## config.mk

```make
export PLATFORM = sky130hd
export DESIGN_NAME = sgm_frame_sequencer_flat
export DESIGN_NICKNAME = d
export VERILOG_FILES = /design/src/rtl/sgm_frame_sequencer_if.sv /design/src/rtl/sgm_frame_sequencer.sv /design/src/flat_wrapper.sv
export SDC_FILE = /design/constraint.sdc
export NUM_CORES = 1
export LEC_CHECK = 0
export BUFFER_PORTS_ARGS = -buffer_cell sky130_fd_sc_hd__buf_4
export CORE_UTILIZATION = 49
export CTS_CLUSTER_DIAMETER = 100
export CTS_CLUSTER_SIZE = 8
export DETAILED_ROUTE_END_ITERATION = 6
export GPL_ROUTABILITY_DRIVEN = 0
export PLACE_DENSITY = 0.75
export SETUP_SLACK_MARGIN = 0.02
export SLEW_MARGIN = 25
export SYNTH_ARGS = -nofsm -noshare
export SYNTH_HDL_FRONTEND = slang
export SYNTH_SLANG_ARGS = --single-unit
```

## constraint.sdc

```tcl
create_clock -name clk -period 1.7 [get_ports clk]
set_input_delay 0.255 -clock clk [delete_from_list [all_inputs] [get_ports clk]]
set_output_delay 0.255 -clock clk [all_outputs]
set_load 0.02 [all_outputs]
```

## src/rtl/sgm_frame_sequencer_if.sv

```systemverilog
// Stereo pixel input stream into the SGM frame sequencer.
// The source drives valid/pixels/markers and the sequencer returns ready.
interface sgm_frame_sequencer_if;
    logic       in_valid;
    logic       in_ready;
    logic [7:0] in_left;
    logic [7:0] in_right;
    logic       in_sof;
    logic       in_eol;

    modport master (output in_valid, in_left, in_right, in_sof, in_eol, input in_ready);
    modport slave  (input in_valid, in_left, in_right, in_sof, in_eol, output in_ready);
endinterface

```

## src/rtl/sgm_frame_sequencer.sv

```systemverilog
// Frame sequencer for the 2-path SGM core: core reset, SOF alignment, framing check,
// output x/y tagging and drain. Define SGM_SEQ_AUTO_RESTART_EN for continuous frames.
module sgm_frame_sequencer #(
    parameter int FRAME_WIDTH  = 272,
    parameter int FRAME_HEIGHT = 240
) (
    input  logic                 clk,
    input  logic                 rst,
    input  logic                 start,
    output logic                 busy,
    output logic                 done,
    sgm_frame_sequencer_if.slave s_in,
    output logic                 core_rst,
    output logic [7:0]           core_left,
    output logic [7:0]           core_right,
    output logic                 core_pixel_valid,
    input  logic [5:0]           core_disparity,
    input  logic                 core_valid_out,
    output logic                 out_valid,
    output logic [5:0]           out_disparity,
    output logic [8:0]           out_x,
    output logic [8:0]           out_y,
    output logic                 out_sof,
    output logic                 out_eol,
    output logic                 err_sync,
    output logic [15:0]          frame_count
);
    typedef enum logic [2:0] {IDLE, CLEAR, WAIT_SOF, STREAM, DRAIN, DONE} state_t;

    localparam logic [8:0] X_LAST = 9'(FRAME_WIDTH - 1);
    localparam logic [8:0] Y_LAST = 9'(FRAME_HEIGHT - 1);

    state_t      state_q, state_d;
    logic [8:0]  in_x_q, in_x_d, in_y_q, in_y_d;
    logic [8:0]  ox_q, ox_d, oy_q, oy_d;
    logic        out_all_q, out_all_d;
    logic        busy_q, busy_d, done_q, done_d, err_q, err_d;
    logic [15:0] frame_count_q, frame_count_d;
    logic [7:0]  core_left_q, core_left_d, core_right_q, core_right_d;
    logic        core_pv_q, core_pv_d;
    logic        out_valid_q, out_valid_d, out_sof_q, out_sof_d, out_eol_q, out_eol_d;
    logic [5:0]  out_disp_q, out_disp_d;
    logic [8:0]  out_x_q, out_x_d, out_y_q, out_y_d;

    logic in_ready_c, accept, at_eol, candidate, framing_bad, fwd, bad;

    assign in_ready_c  = (state_q == WAIT_SOF) || (state_q == STREAM);
    assign accept      = s_in.in_valid & in_ready_c;
    assign at_eol      = (in_x_q == X_LAST);
    // In WAIT_SOF only the SOF beat is a frame candidate; everything else is dropped silently.
    assign candidate   = accept && ((state_q == STREAM) || s_in.in_sof);
    assign framing_bad = (s_in.in_eol != at_eol) || ((state_q == STREAM) && s_in.in_sof);
    assign fwd         = candidate && !framing_bad;
    assign bad         = candidate && framing_bad;

    always_comb begin
        state_d       = state_q;
        in_x_d        = in_x_q;
        in_y_d        = in_y_q;
        ox_d          = ox_q;
        oy_d          = oy_q;
        out_all_d     = out_all_q;
        err_d         = err_q;
        frame_count_d = frame_count_q;
        done_d        = 1'b0;
        core_pv_d     = fwd;
        core_left_d   = fwd ? s_in.in_left  : core_left_q;
        core_right_d  = fwd ? s_in.in_right : core_right_q;
        out_valid_d   = core_valid_out;
        out_disp_d    = out_disp_q;
        out_x_d       = out_x_q;
        out_y_d       = out_y_q;
        out_sof_d     = 1'b0;
        out_eol_d     = 1'b0;

        if (core_valid_out) begin
            out_disp_d = core_disparity;
            out_x_d    = ox_q;
            out_y_d    = oy_q;
            out_sof_d  = (ox_q == 9'd0) && (oy_q == 9'd0);
            out_eol_d  = (ox_q == X_LAST);
            if (ox_q == X_LAST) begin
                ox_d = 9'd0;
                oy_d = (oy_q == Y_LAST) ? 9'd0 : oy_q + 9'd1;
                if (oy_q == Y_LAST) out_all_d = 1'b1;
            end else begin
                ox_d = ox_q + 9'd1;
            end
        end

        case (state_q)
            IDLE: if (start) state_d = CLEAR;
            CLEAR: begin
                in_x_d    = 9'd0;
                in_y_d    = 9'd0;
                ox_d      = 9'd0;
                oy_d      = 9'd0;
                out_all_d = 1'b0;
                state_d   = WAIT_SOF;
            end
            WAIT_SOF, STREAM: begin
                if (bad) begin
                    err_d   = 1'b1;
                    state_d = CLEAR;
                end else if (fwd) begin
                    state_d = STREAM;
                    if (at_eol) begin
                        in_x_d = 9'd0;
                        in_y_d = (in_y_q == Y_LAST) ? 9'd0 : in_y_q + 9'd1;
                        if (in_y_q == Y_LAST) state_d = DRAIN;
                    end else begin
                        in_x_d = in_x_q + 9'd1;
                    end
                end
            end
            DRAIN: if (out_all_q) begin
                state_d       = DONE;
                done_d        = 1'b1;
                frame_count_d = frame_count_q + 16'd1;
            end
`ifdef SGM_SEQ_AUTO_RESTART_EN
            DONE: state_d = CLEAR;
`else
            DONE: state_d = IDLE;
`endif
            default: state_d = IDLE;
        endcase

        busy_d = (state_d != IDLE);
    end

    always_ff @(posedge clk) begin
        if (rst) begin
            state_q       <= IDLE;
            in_x_q        <= '0;
            in_y_q        <= '0;
            ox_q          <= '0;
            oy_q          <= '0;
            out_all_q     <= 1'b0;
            busy_q        <= 1'b0;
            done_q        <= 1'b0;
            err_q         <= 1'b0;
            frame_count_q <= '0;
            core_left_q   <= '0;
            core_right_q  <= '0;
            core_pv_q     <= 1'b0;
            out_valid_q   <= 1'b0;
            out_disp_q    <= '0;
            out_x_q       <= '0;
            out_y_q       <= '0;
            out_sof_q     <= 1'b0;
            out_eol_q     <= 1'b0;
        end else begin
            state_q       <= state_d;
            in_x_q        <= in_x_d;
            in_y_q        <= in_y_d;
            ox_q          <= ox_d;
            oy_q          <= oy_d;
            out_all_q     <= out_all_d;
            busy_q        <= busy_d;
            done_q        <= done_d;
            err_q         <= err_d;
            frame_count_q <= frame_count_d;
            core_left_q   <= core_left_d;
            core_right_q  <= core_right_d;
            core_pv_q     <= core_pv_d;
            out_valid_q   <= out_valid_d;
            out_disp_q    <= out_disp_d;
            out_x_q       <= out_x_d;
            out_y_q       <= out_y_d;
            out_sof_q     <= out_sof_d;
            out_eol_q     <= out_eol_d;
        end
    end

    assign s_in.in_ready    = in_ready_c;
    assign core_rst         = rst | (state_q == CLEAR);
    assign busy             = busy_q;
    assign done             = done_q;
    assign err_sync         = err_q;
    assign frame_count      = frame_count_q;
    assign core_left        = core_left_q;
    assign core_right       = core_right_q;
    assign core_pixel_valid = core_pv_q;
    assign out_valid        = out_valid_q;
    assign out_disparity    = out_disp_q;
    assign out_x            = out_x_q;
    assign out_y            = out_y_q;
    assign out_sof          = out_sof_q;
    assign out_eol          = out_eol_q;
endmodule

```

## src/flat_wrapper.sv

```systemverilog
// flat-port wrapper written by rule: the top's interface ports become plain ports
module sgm_frame_sequencer_flat 
#(
    parameter int FRAME_WIDTH  = 272,
    parameter int FRAME_HEIGHT = 240
)
  (clk, rst, start, busy, done, core_rst, core_left, core_right, core_pixel_valid, core_disparity, core_valid_out, out_valid, out_disparity, out_x, out_y, out_sof, out_eol, err_sync, frame_count, s_in_in_valid, s_in_in_left, s_in_in_right, s_in_in_sof, s_in_in_eol, s_in_in_ready);
  sgm_frame_sequencer_if s_in_i ();
  input  logic clk;
  input  logic rst;
  input  logic start;
  output logic busy;
  output logic done;
  output logic core_rst;
  output logic [7:0] core_left;
  output logic [7:0] core_right;
  output logic core_pixel_valid;
  input  logic [5:0] core_disparity;
  input  logic core_valid_out;
  output logic out_valid;
  output logic [5:0] out_disparity;
  output logic [8:0] out_x;
  output logic [8:0] out_y;
  output logic out_sof;
  output logic out_eol;
  output logic err_sync;
  output logic [15:0] frame_count;
  input wire logic [$bits(s_in_i.in_valid)-1:0] s_in_in_valid;
  input wire logic [$bits(s_in_i.in_left)-1:0] s_in_in_left;
  input wire logic [$bits(s_in_i.in_right)-1:0] s_in_in_right;
  input wire logic [$bits(s_in_i.in_sof)-1:0] s_in_in_sof;
  input wire logic [$bits(s_in_i.in_eol)-1:0] s_in_in_eol;
  output wire logic [$bits(s_in_i.in_ready)-1:0] s_in_in_ready;
  assign s_in_i.in_valid = s_in_in_valid;
  assign s_in_i.in_left = s_in_in_left;
  assign s_in_i.in_right = s_in_in_right;
  assign s_in_i.in_sof = s_in_in_sof;
  assign s_in_i.in_eol = s_in_in_eol;
  assign s_in_in_ready = s_in_i.in_ready;
  sgm_frame_sequencer #(.FRAME_WIDTH(FRAME_WIDTH), .FRAME_HEIGHT(FRAME_HEIGHT)) u_core (.clk(clk), .rst(rst), .start(start), .busy(busy), .done(done), .s_in(s_in_i), .core_rst(core_rst), .core_left(core_left), .core_right(core_right), .core_pixel_valid(core_pixel_valid), .core_disparity(core_disparity), .core_valid_out(core_valid_out), .out_valid(out_valid), .out_disparity(out_disparity), .out_x(out_x), .out_y(out_y), .out_sof(out_sof), .out_eol(out_eol), .err_sync(err_sync), .frame_count(frame_count));
endmodule
```

==> metrics, run 1 <==
Slew headroom=0.709; TNS Setup=-2.03 ns; layout cells sized above 1=0.371; first-pass GRT wire length=17.6 mm; Sw Ratio=0.264; WP data required=1.95 ns; RSZ-0062 raised after global routing=yes; total CTS buffers=9; skew final=0.0114 ns; WL final=11.3 mm; vias per inst=5.35; Comb power frac=0.115; die area=9670 sq um; internal power=0.00325 W; Seq pwr share=0.561; Longest Clk Path Bufs=2; chip height=98.3 microns; final slew viol count=0; power per cell area=699 nW/um^2; Initial Util=0.514; CP Capture Type=flop; Net Count, Synth=528; Mapped Area=4550 sq um; Net Sw Power=0.00117 W; Area growth syn-to-layout=38.9%; Routed WL per cell=14.8 microns; core area=8850 sq um; VDD IR-drop max=0.000417 V; Yosys cell types=62; Worst-Margin Slew=0.437 ns; Pre-antenna DRT Iters=6; fraction of synthesized cell area in xor and xnor cells=0.0614; Synth Area in Compound Gates=0.0740; failing checks=design-rule violations, negative setup slack; #FFs+latches synth=103; status=complete, but fails checks; Synth Area in Adders=0.0193; worst hold path class=primary input to flop; FMAX=539 MHz; crit path time final=1.85 ns; Period Utilization, post-route=1.09; DP Wirelength=7.54 mm; H-tree Lvls=3; NumNets Final=683; initial DRC count=131; Lkg Pwr=2.75 nW; CTS tree=built; Clock Sinks=103; crit path kind=flop to flop; Finished Layout Cells=760; root buffer cell=clkbuf_8; largest family of logic cells by synthesized area=simple AND/OR/NAND/NOR gates; Congestion Overflow GR=0; vias in the first global route=3944; Avg Cell Area, Syn=9.24 sq um; Remaining DRCs=3; row count=34; Final WS setup=-0.155 ns; Synth Flop Type=dfxtp_1; Startpoint Class=flop; post-synthesis cell count=492; Seq/Total Area, Yosys=0.454; warning count from the yosys run=0; antenna viol nets, final=0; clock share of power=0.324; DP Cell Count=733; Arrival @ worst endpoint=2.10 ns; Total GRT Usage=0.222; Hold Vio Cnt, Final=0; Post-CTS Hold Buffers=0; Max FO, Critical Path=8; Post-synth EDFFs=0; post-synthesis simple-gate area fraction=0.259; Worst-Skew Late Latency=0.36 ns; Diodes inserted=0; MaxCap Viol Count=0; antenna violations before repair=0; Setup-failing EPs final=23; Buffers on Ports=93; # IOs=94; post-layout util=0.714; asr flop ratio synth=0; Die Width=98.3 microns; mux contribution to synthesized area=0.0952; via count=4066; largest net degree at the start of global routing=77; Worst-path clk slew=0.11 ns
cell usage after synthesis (8+ instances only):
cell / instances / share of area
a21oi_1: 24 / 0.026
and3_1: 10 / 0.014
dfxtp_1: 103 / 0.45
inv_1: 8 / 0.0066
mux2i_1: 41 / 0.090
nand2_1: 33 / 0.027
nand3_1: 22 / 0.024
nand4_1: 12 / 0.017
nor2_1: 89 / 0.073
o21ai_0: 8 / 0.0088
or4_1: 8 / 0.013
xnor2_1: 11 / 0.021
xor2_1: 19 / 0.037
sequential cells by signal, indices dropped and copies added, names as in the netlist:
signal	count
u_core.out_disparity	6
u_core.frame_count	16
u_core.state_q	3
u_core.out_x	9
u_core.err_sync	1
u_core.busy	1
u_core.out_y	9
u_core.in_x_q	9
u_core.out_all_q	1
u_core.done	1
u_core.core_left	8
u_core.out_valid	1
u_core.in_y_q	9
u_core.out_sof	1
u_core.oy_q	9
u_core.core_right	8
u_core.core_pixel_valid	1
u_core.ox_q	9
u_core.out_eol	1
cell usage in the layout, fill, tap and decap left out, drive strengths merged, types with 4 or more instances in the layout:
cell type | netlist | layout
dfxtp | 103 | 103
nor4 | 7 | 7
nand4 | 12 | 12
nor3 | 6 | 6
nand2b | 5 | 5
or3 | 7 | 7
or4 | 8 | 8
inv | 8 | 11
a21oi | 25 | 25
nor3b | 4 | 4
xnor2 | 11 | 11
and3 | 10 | 10
clkbuf | 8 | 12
nand2 | 33 | 33
clkinv | 2 | 5
o21ai | 14 | 14
nand3 | 23 | 23
buf | 11 | 161
xor2 | 20 | 20
ha | 7 | 7
nor2 | 89 | 89
mux2i | 41 | 41
o31ai | 4 | 4
and2 | 5 | 5
stage by stage:
| stage | area (sq um) | hold slack [ns] | power, W | setup slack [ns] |
|---|---|---|---|---|
| finish | 6310 | 0.122 | 0.00441 | -0.155 |
| global route | 6310 | 0.114 | 0.00457 | -0.202 |
| CTS | 6040 | 0.105 | 0.00441 | -0.102 |
| detailed placement | 5760 | 0.439 | 0.00298 | -0.166 |
| global placement | 5760 | 0.435 | 0.00297 | -0.0841 |
| floorplan | 4580 | 0.338 | 0.00278 | -0.0410 |
per-layer routing:
| metal | global-route usage | part of all wire | vias up |
|---|---|---|---|
| li1 | - | - | 2024 |
| met1 | 0.273 | 0.44 | 1928 |
| met2 | 0.383 | 0.50 | 88 |
| met3 | 0.0315 | 0.035 | 26 |
| met4 | 0.104 | 0.025 | 0 |
| met5 | 0 | 0 | - |
power by group through the flow:
stage / clock network [W] / logic, W / registers, W
after global routing: 0.00154 / 0.000544 / 0.00248
after global placement: 0 / 0.000448 / 0.00252
after floorplan: 0 / 0.000232 / 0.00255
after CTS: 0.00146 / 0.000469 / 0.00247
after detailed placement: 0 / 0.000457 / 0.00253
final: 0.00143 / 0.000507 / 0.00248
final timing paths:
kind,startpoint,endpoint,slack (ns),cells after the start
worst min register to register,u_core.err_sync$_SDFFE_PP0P_,u_core.err_sync$_SDFFE_PP0P_,0.45,2
worst max register to register,u_core.in_x_q[1]$_SDFFE_PP0P_,u_core.core_right[5]$_SDFFE_PP0N_,-0.15,8
worst max-delay path,u_core.in_x_q[1]$_SDFFE_PP0P_,u_core.core_right[5]$_SDFFE_PP0N_,-0.15,8
worst min-delay path,s_in_in_left[6],u_core.core_left[6]$_SDFFE_PP0N_,0.12,3
worst max-delay path, stage by stage, from the launching register on:
cell,delay [ns]
dfxtp_4,0.37
ha_4,0.15
nand4bb_4,0.14
or3_4,0.38
nand4b_1,0.11
buf_6,0.14
clkbuf_16,0.16
mux2i_1,0.23
nor2_1,0.06
layout make-up:
cell class                 instances  area, sq um
multi-input combinational        360         2560
sequential                       103         2080
timing repair buffer             163         1310
tap                              108          135
fill                             669         2530
clock buffer                      10          128
clock inverter                     6         51.3
inverter                          10         43.8
cell families after synthesis:
logic type / Yosys count
AOI/OAI and AO/OA: 55
xor gates and xnor gates: 31
adders and majority gates: 7
buffers and inverters: 29
DFF: 103
muxes: 43
and+or+nand+nor: 224
what timing repair did:
item	in CTS	in global routing
pin swaps	6	21
setup endpoints to repair	44	48
buffers inserted	3	6
resized for setup	19	43
gates cloned	0	3
hold endpoints to repair	0	0
No activity file was read; power rests on OpenSTA's default activity.
==> run 2: changes to the inputs <==
Settings changed: GPL_TIMING_DRIVEN set to 0.
==> run 2 against run 1 <==
The run ends with negative setup slack left. Wire length rose by 4.1%. Sequential cell count did not move. Cell count fell by 2.8%. Maximum frequency fell by 2.8%. Power rose by 5.9%. Clock power rose by 19%. Register-to-register slack got worse by 0.05 ns. Critical path depth did not move. Core utilization fell by 1.6 points. Combinational power rose by 1%.
==> metrics, run 2 (synthesis gave the netlist of run 1 again) <==
TNS Setup=-4.15 ns (-2.12 ns); vias in the first global route=3825 (-3.0%); Remaining DRCs=0 (-3); worst hold path class=primary input to flop; worst reg2reg path depth=8 (unchanged); r2r setup slk=-0.21 ns (-0.05 ns); VDD IR-drop max=0.000451 V (+8.1%); NumNets Final=662 (-3.1%); power per cell area=757 nW/um^2 (+8.3%); crit path kind=flop to flop; failing checks=negative setup slack; total power=0.00467 W (+5.9%); crit path time final=1.91 ns (+0.0535 ns); layout cells sized above 1=0.345 (-0.0257); largest net degree at the start of global routing=20 (-74%); final slew viol count=0 (unchanged); Congestion Overflow GR=0 (unchanged); chip height=98.3 microns (unchanged); Area growth syn-to-layout=35.9%; first-pass GRT wire length=18.6 mm (+5.8%); WP data required=1.95 ns (about the same); root buffer cell=clkbuf_8; Worst-Skew Late Latency=0.38 ns (+0.02 ns); die area=9670 sq um (unchanged); H-tree Lvls=3 (unchanged); skew final=0.0130 ns (+0.00154 ns); Post-CTS Hold Buffers=0 (unchanged); RSZ-0062 raised after global routing=yes; pre-CTS WS=-0.275 ns (-0.108 ns); DP Wirelength=7.48 mm (-0.87%); initial DRC count=265 (+100%); most frequent cells in the layout=buf_4 (117), dfxtp_1 (90), nor2_1 (84); DP Area=5410 sq um (-6.1%); max reg flops=16 (unchanged); row count=34 (unchanged); Arrival @ worst endpoint=2.16 ns (+0.06 ns); Initial Util=0.514 (unchanged); Worst-Margin Slew=0.754 ns (+0.317 ns); Buffers on Ports=92 (-1.1%); antenna violations before repair=0 (unchanged); status=complete, but fails checks; CP startpoint=u_core.in_x_q[1]$_SDFFE_PP0P_; FMAX=524 MHz (-2.8%); Setup-failing EPs final=32 (+39%); Final WS setup=-0.208 ns (-0.0535 ns); total CTS buffers=9 (unchanged); CP Capture Type=flop; Lkg Pwr=2.63 nW (-4.6%); antenna viol nets, final=0 (unchanged); Pre-antenna DRT Iters=6 (unchanged); Clock Sinks=103 (unchanged); Die Width=98.3 microns (unchanged); Hold Vio Cnt, Final=0 (unchanged); # IOs=94 (unchanged); Diodes inserted=0 (unchanged); Routed WL per cell=15.9 microns (+7.0%); Total GRT Usage=0.238 (+0.0162); Max FO, Critical Path=7 (-1); Post-Layout Inst Area=6180 sq um (-2.2%); Worst-path clk slew=0.11 ns (about the same); MaxCap Viol Count=0 (unchanged); Period Utilization, post-route=1.12 (+0.0315); worst r2r dst=u_core.core_right[1]$_SDFFE_PP0N_; R2R Path Start=u_core.in_x_q[1]$_SDFFE_PP0P_; Slew headroom=0.497 (-0.211); WL final=11.7 mm (+4.1%); crit path to=u_core.core_right[1]$_SDFFE_PP0N_; vias per inst=5.47 (+2.3%); core area=8850 sq um (unchanged); post-layout util=0.698 (-0.0156); Longest Clk Path Bufs=2 (unchanged); CTS tree=built; Hold Path Stages=3 (unchanged); commonest non-fill, non-tap cell in the layout=buf_4; via count=4043 (-0.57%); Startpoint Class=flop
## run 2: cell types whose count changed in the layout (fill, tap and decap cells not counted), moves of 3 or more
cell      previous run  this run
clkbuf_1             1         7
buf_1                0         4
buf_4              153       117
dfxtp_1             93        90
buf_6                4         9
a21oi_1             18        14
a21oi_2              5         9
## run 2: how the worst min path moves through the flow
stage | from | to | slack (ns)
2_1_floorplan | rst | u_core.out_valid$_SDFF_PP0_ | 0.34
3_3_place_gp | u_core.err_sync$_SDFFE_PP0P_ | u_core.err_sync$_SDFFE_PP0P_ | 0.44
3_5_place_dp | u_core.err_sync$_SDFFE_PP0P_ | u_core.err_sync$_SDFFE_PP0P_ | 0.44
4_1_cts | s_in_in_right[3] | u_core.core_right[3]$_SDFFE_PP0N_ | 0.10
5_1_grt | s_in_in_left[2] | u_core.core_left[2]$_SDFFE_PP0N_ | 0.11
6_report | s_in_in_left[1] | u_core.core_left[1]$_SDFFE_PP0N_ | 0.11
## run 2: per-layer routing
metal | wire [microns] | track usage | up-vias
li1 | - | - | 1990
met1 | 5100 | 0.302 | 1931
met2 | 5930 | 0.405 | 99
met4 | 240 | 0.0850 | 0
met5 | 0 | 0 | -
met3 | 448 | 0.0451 | 23
## run 2: stage by stage
stage	cells	hold WS, ns
global route	739	0.107
floorplan	492	0.338
CTS	722	0.103
global placement	692	0.439
finish	739	0.110
detailed placement	692	0.444
## run 2: final cells by class
cell class / count / area [sq um]
Clock buffer: 10 / 138
Inverter: 10 / 47.5
Buffer: 19 / 146
Clock inverter: 6 / 86.3
Multi-Input combinational cell: 360 / 2580
Timing Repair Buffer: 123 / 953
Tap cell: 108 / 135
Sequential cell: 103 / 2090
Fill cell: 684 / 2670
## run 2: critical path: stages (launching register included)
cell and delay (ns):
dfxtp_4 0.37, ha_4 0.15, nand4bb_4 0.14, or3_4 0.38
nand4b_1 0.15, buf_6 0.17, clkbuf_16 0.16, mux2i_1 0.21
nor2_1 0.05
## run 2: report_power, final
group / internal (W) / leakage (nW) / total [W] / switching, W
sequential: 0.00244 / 0.840 / 0.00246 / 0.0000225
clock: 0.000763 / 0.114 / 0.00170 / 0.000936
combinational: 0.000234 / 1.67 / 0.000513 / 0.000279
## run 2: what timing repair did
| action | CTS | global route |
|---|---|---|
| hold endpoints to repair | 0 | 0 |
| gates resized for setup | 33 | 41 |
| setup endpoints to repair | 51 | 57 |
| cloned | 1 | 2 |
| setup buffers | 13 | 15 |
| pin swaps | 6 | 14 |
==> run 3: changes to the inputs <==
Settings changed: REMOVE_ABC_BUFFERS set to 1.
==> run 3 against run 2 <==
The run still ends with negative setup slack left. Combinational power shrank 11%. First-iteration DRC count decreased by 49%. Highest routed layer unchanged. Clock power is 5% lower. Core utilization down 0.95 points. Global-route usage decreased by 2.8 points.
==> metrics, run 3 (synthesis gave the netlist of run 1 again) <==
Diodes inserted=0 (unchanged); Routed WL per cell=14.8 microns (-6.8%); most frequent cells in the layout=buf_4 (113), nor2_1 (85), dfxtp_1 (85); initial DRC count=136 (-49%); Area growth syn-to-layout=34.0%; DP Wirelength=6.77 mm (-9.5%); antenna violations before repair=0 (unchanged); Min Hold Slack=0.112 ns (+0.00199 ns); total CTS buffers=9 (unchanged); vias in the first global route=3690 (-3.5%); final slew viol count=0 (unchanged); NumNets Final=646 (-2.4%); Final WS setup=-0.202 ns (+0.00619 ns); Worst Path Buf+Inv=0 (-2); post-layout util=0.689 (-0.00947); Worst-Margin Slew=0.791 ns (+0.0369 ns); Top delay family on crit path=simple AND/OR/NAND/NOR gates; root buffer cell=clkbuf_8; Pre-antenna DRT Iters=6 (unchanged); Die Width=98.3 microns (unchanged); pre-CTS WS=-0.682 ns (-0.407 ns); CTS tree=built; WP data required=1.99 ns (+0.04 ns); Hold Vio Cnt, Final=0 (unchanged); Clock Sinks=103 (unchanged); Finished Layout Cells=723 (-2.2%); Max FO, Critical Path=5 (-2); vias per inst=5.49 (+0.42%); crit path kind=flop to flop; die area=9670 sq um (unchanged); WL final=10.7 mm (-8.8%); Longest Clk Path Bufs=2 (unchanged); largest net degree at the start of global routing=78 (+290%); master of the slowest instance on the critical path=or4_1; layout cells sized above 1=0.353 (+0.00736); Arrival @ worst endpoint=2.19 ns (+0.03 ns); VDD IR-drop max=0.000554 V (+23%); via count=3972 (-1.8%); H-tree Lvls=3 (unchanged); Startpoint Class=flop; Remaining DRCs=0 (unchanged); fillers=698 (+2.0%); CP Capture Type=flop; core area=8850 sq um (unchanged); power per cell area=747 nW/um^2 (-1.2%); FMAX=526 MHz (+0.33%); max reg flops=16 (unchanged); Worst-path clk slew=0.11 ns (about the same); RSZ-0062 raised after global routing=yes; status=complete, but fails checks; Slew headroom=0.473 (-0.0246); CP cell instances=ha_4 -> nand4bb_4 -> o21ai_4 -> a21oi_4 -> or4_1 -> a21oi_1; skew final=0.0165 ns (+0.00352 ns); # IOs=94 (unchanged); antenna viol nets, final=0 (unchanged); chip height=98.3 microns (unchanged); Buffers on Ports=93 (+1.1%); Lkg Pwr=2.57 nW (-2.3%); crit path time final=1.90 ns (-0.00619 ns); DP Cell Count=675 (-2.5%); commonest non-fill, non-tap cell in the layout=buf_4; Setup-failing EPs final=28 (-13%); row count=34 (unchanged); Congestion Overflow GR=0 (unchanged); Total GRT Usage=0.210 (-0.0279); first-pass GRT wire length=16.8 mm (-9.6%); Period Utilization, post-route=1.12 (-0.00364); slowest cell delay on critical path=0.49 ns (+0.11 ns); worst hold path class=primary input to flop; TNS Setup=-2.68 ns (+1.46 ns); failing checks=negative setup slack; MaxCap Viol Count=0 (unchanged); Worst-Skew Late Latency=0.37 ns (about the same); Initial Util=0.514 (unchanged)
-- run 3: worst paths after layout --
path	to	start	cells after the start	slack (ns)
setup / recovery	u_core.in_x_q[8]$_SDFFE_PP0P_	u_core.in_x_q[0]$_SDFFE_PP0P_	6	-0.20
hold / removal	u_core.core_right[6]$_SDFFE_PP0N_	s_in_in_right[6]	3	0.11
setup reg to reg	u_core.in_x_q[8]$_SDFFE_PP0P_	u_core.in_x_q[0]$_SDFFE_PP0P_	6	-0.20
hold reg to reg	u_core.err_sync$_SDFFE_PP0P_	u_core.err_sync$_SDFFE_PP0P_	2	0.46
-- run 3: through the flow --
step,instance area [sq um],total power (W)
after floorplan,4420,0.00272
after global placement,5250,0.00289
after detailed placement,5260,0.00290
after CTS,5770,0.00454
after global routing,6090,0.00473
final,6090,0.00455
-- run 3: repair_timing --
| action | in CTS | in global routing |
|---|---|---|
| endpoints found under the hold margin | 0 | 0 |
| pin swaps | 5 | 29 |
| setup buffers | 16 | 12 |
| gates cloned | 2 | 2 |
| gates resized for setup | 43 | 56 |
| endpoints found under the setup margin | 58 | 57 |
| hold buffers | 0 | 0 |
-- run 3: metal layers --
layer,part of all wire,vias to the layer above,GRT usage
met5,0,-,0
met4,0.012,0,0.0494
met3,0.039,15,0.0422
met2,0.53,91,0.371
met1,0.42,1903,0.264
li1,-,1963,-
-- run 3: cell type report --
cell class	count	area, sq um	share of cell area
Clock buffer	10	128	0.0209
Clock inverter	6	86.3	0.0142
Inverter	10	45.0	0.00739
Multi-Input combinational cell	362	2620	0.430
Sequential cell	103	2110	0.346
Tap cell	108	135	0.0222
Timing Repair Buffer	124	972	0.160
-- run 3: tightest hold or removal path, stage by stage --
cell and delay (ns):
buf_4 0.08, mux2i_1 0.05, nor2_1 0.07
-- run 3: power by group --
part	total [W]	switching [W]	internal, W
Clock	0.00162	0.000902	0.000723
Combinational	0.000456	0.000249	0.000208
Sequential	0.00247	0.0000345	0.00244
Total	0.00455	0.00118	0.00337
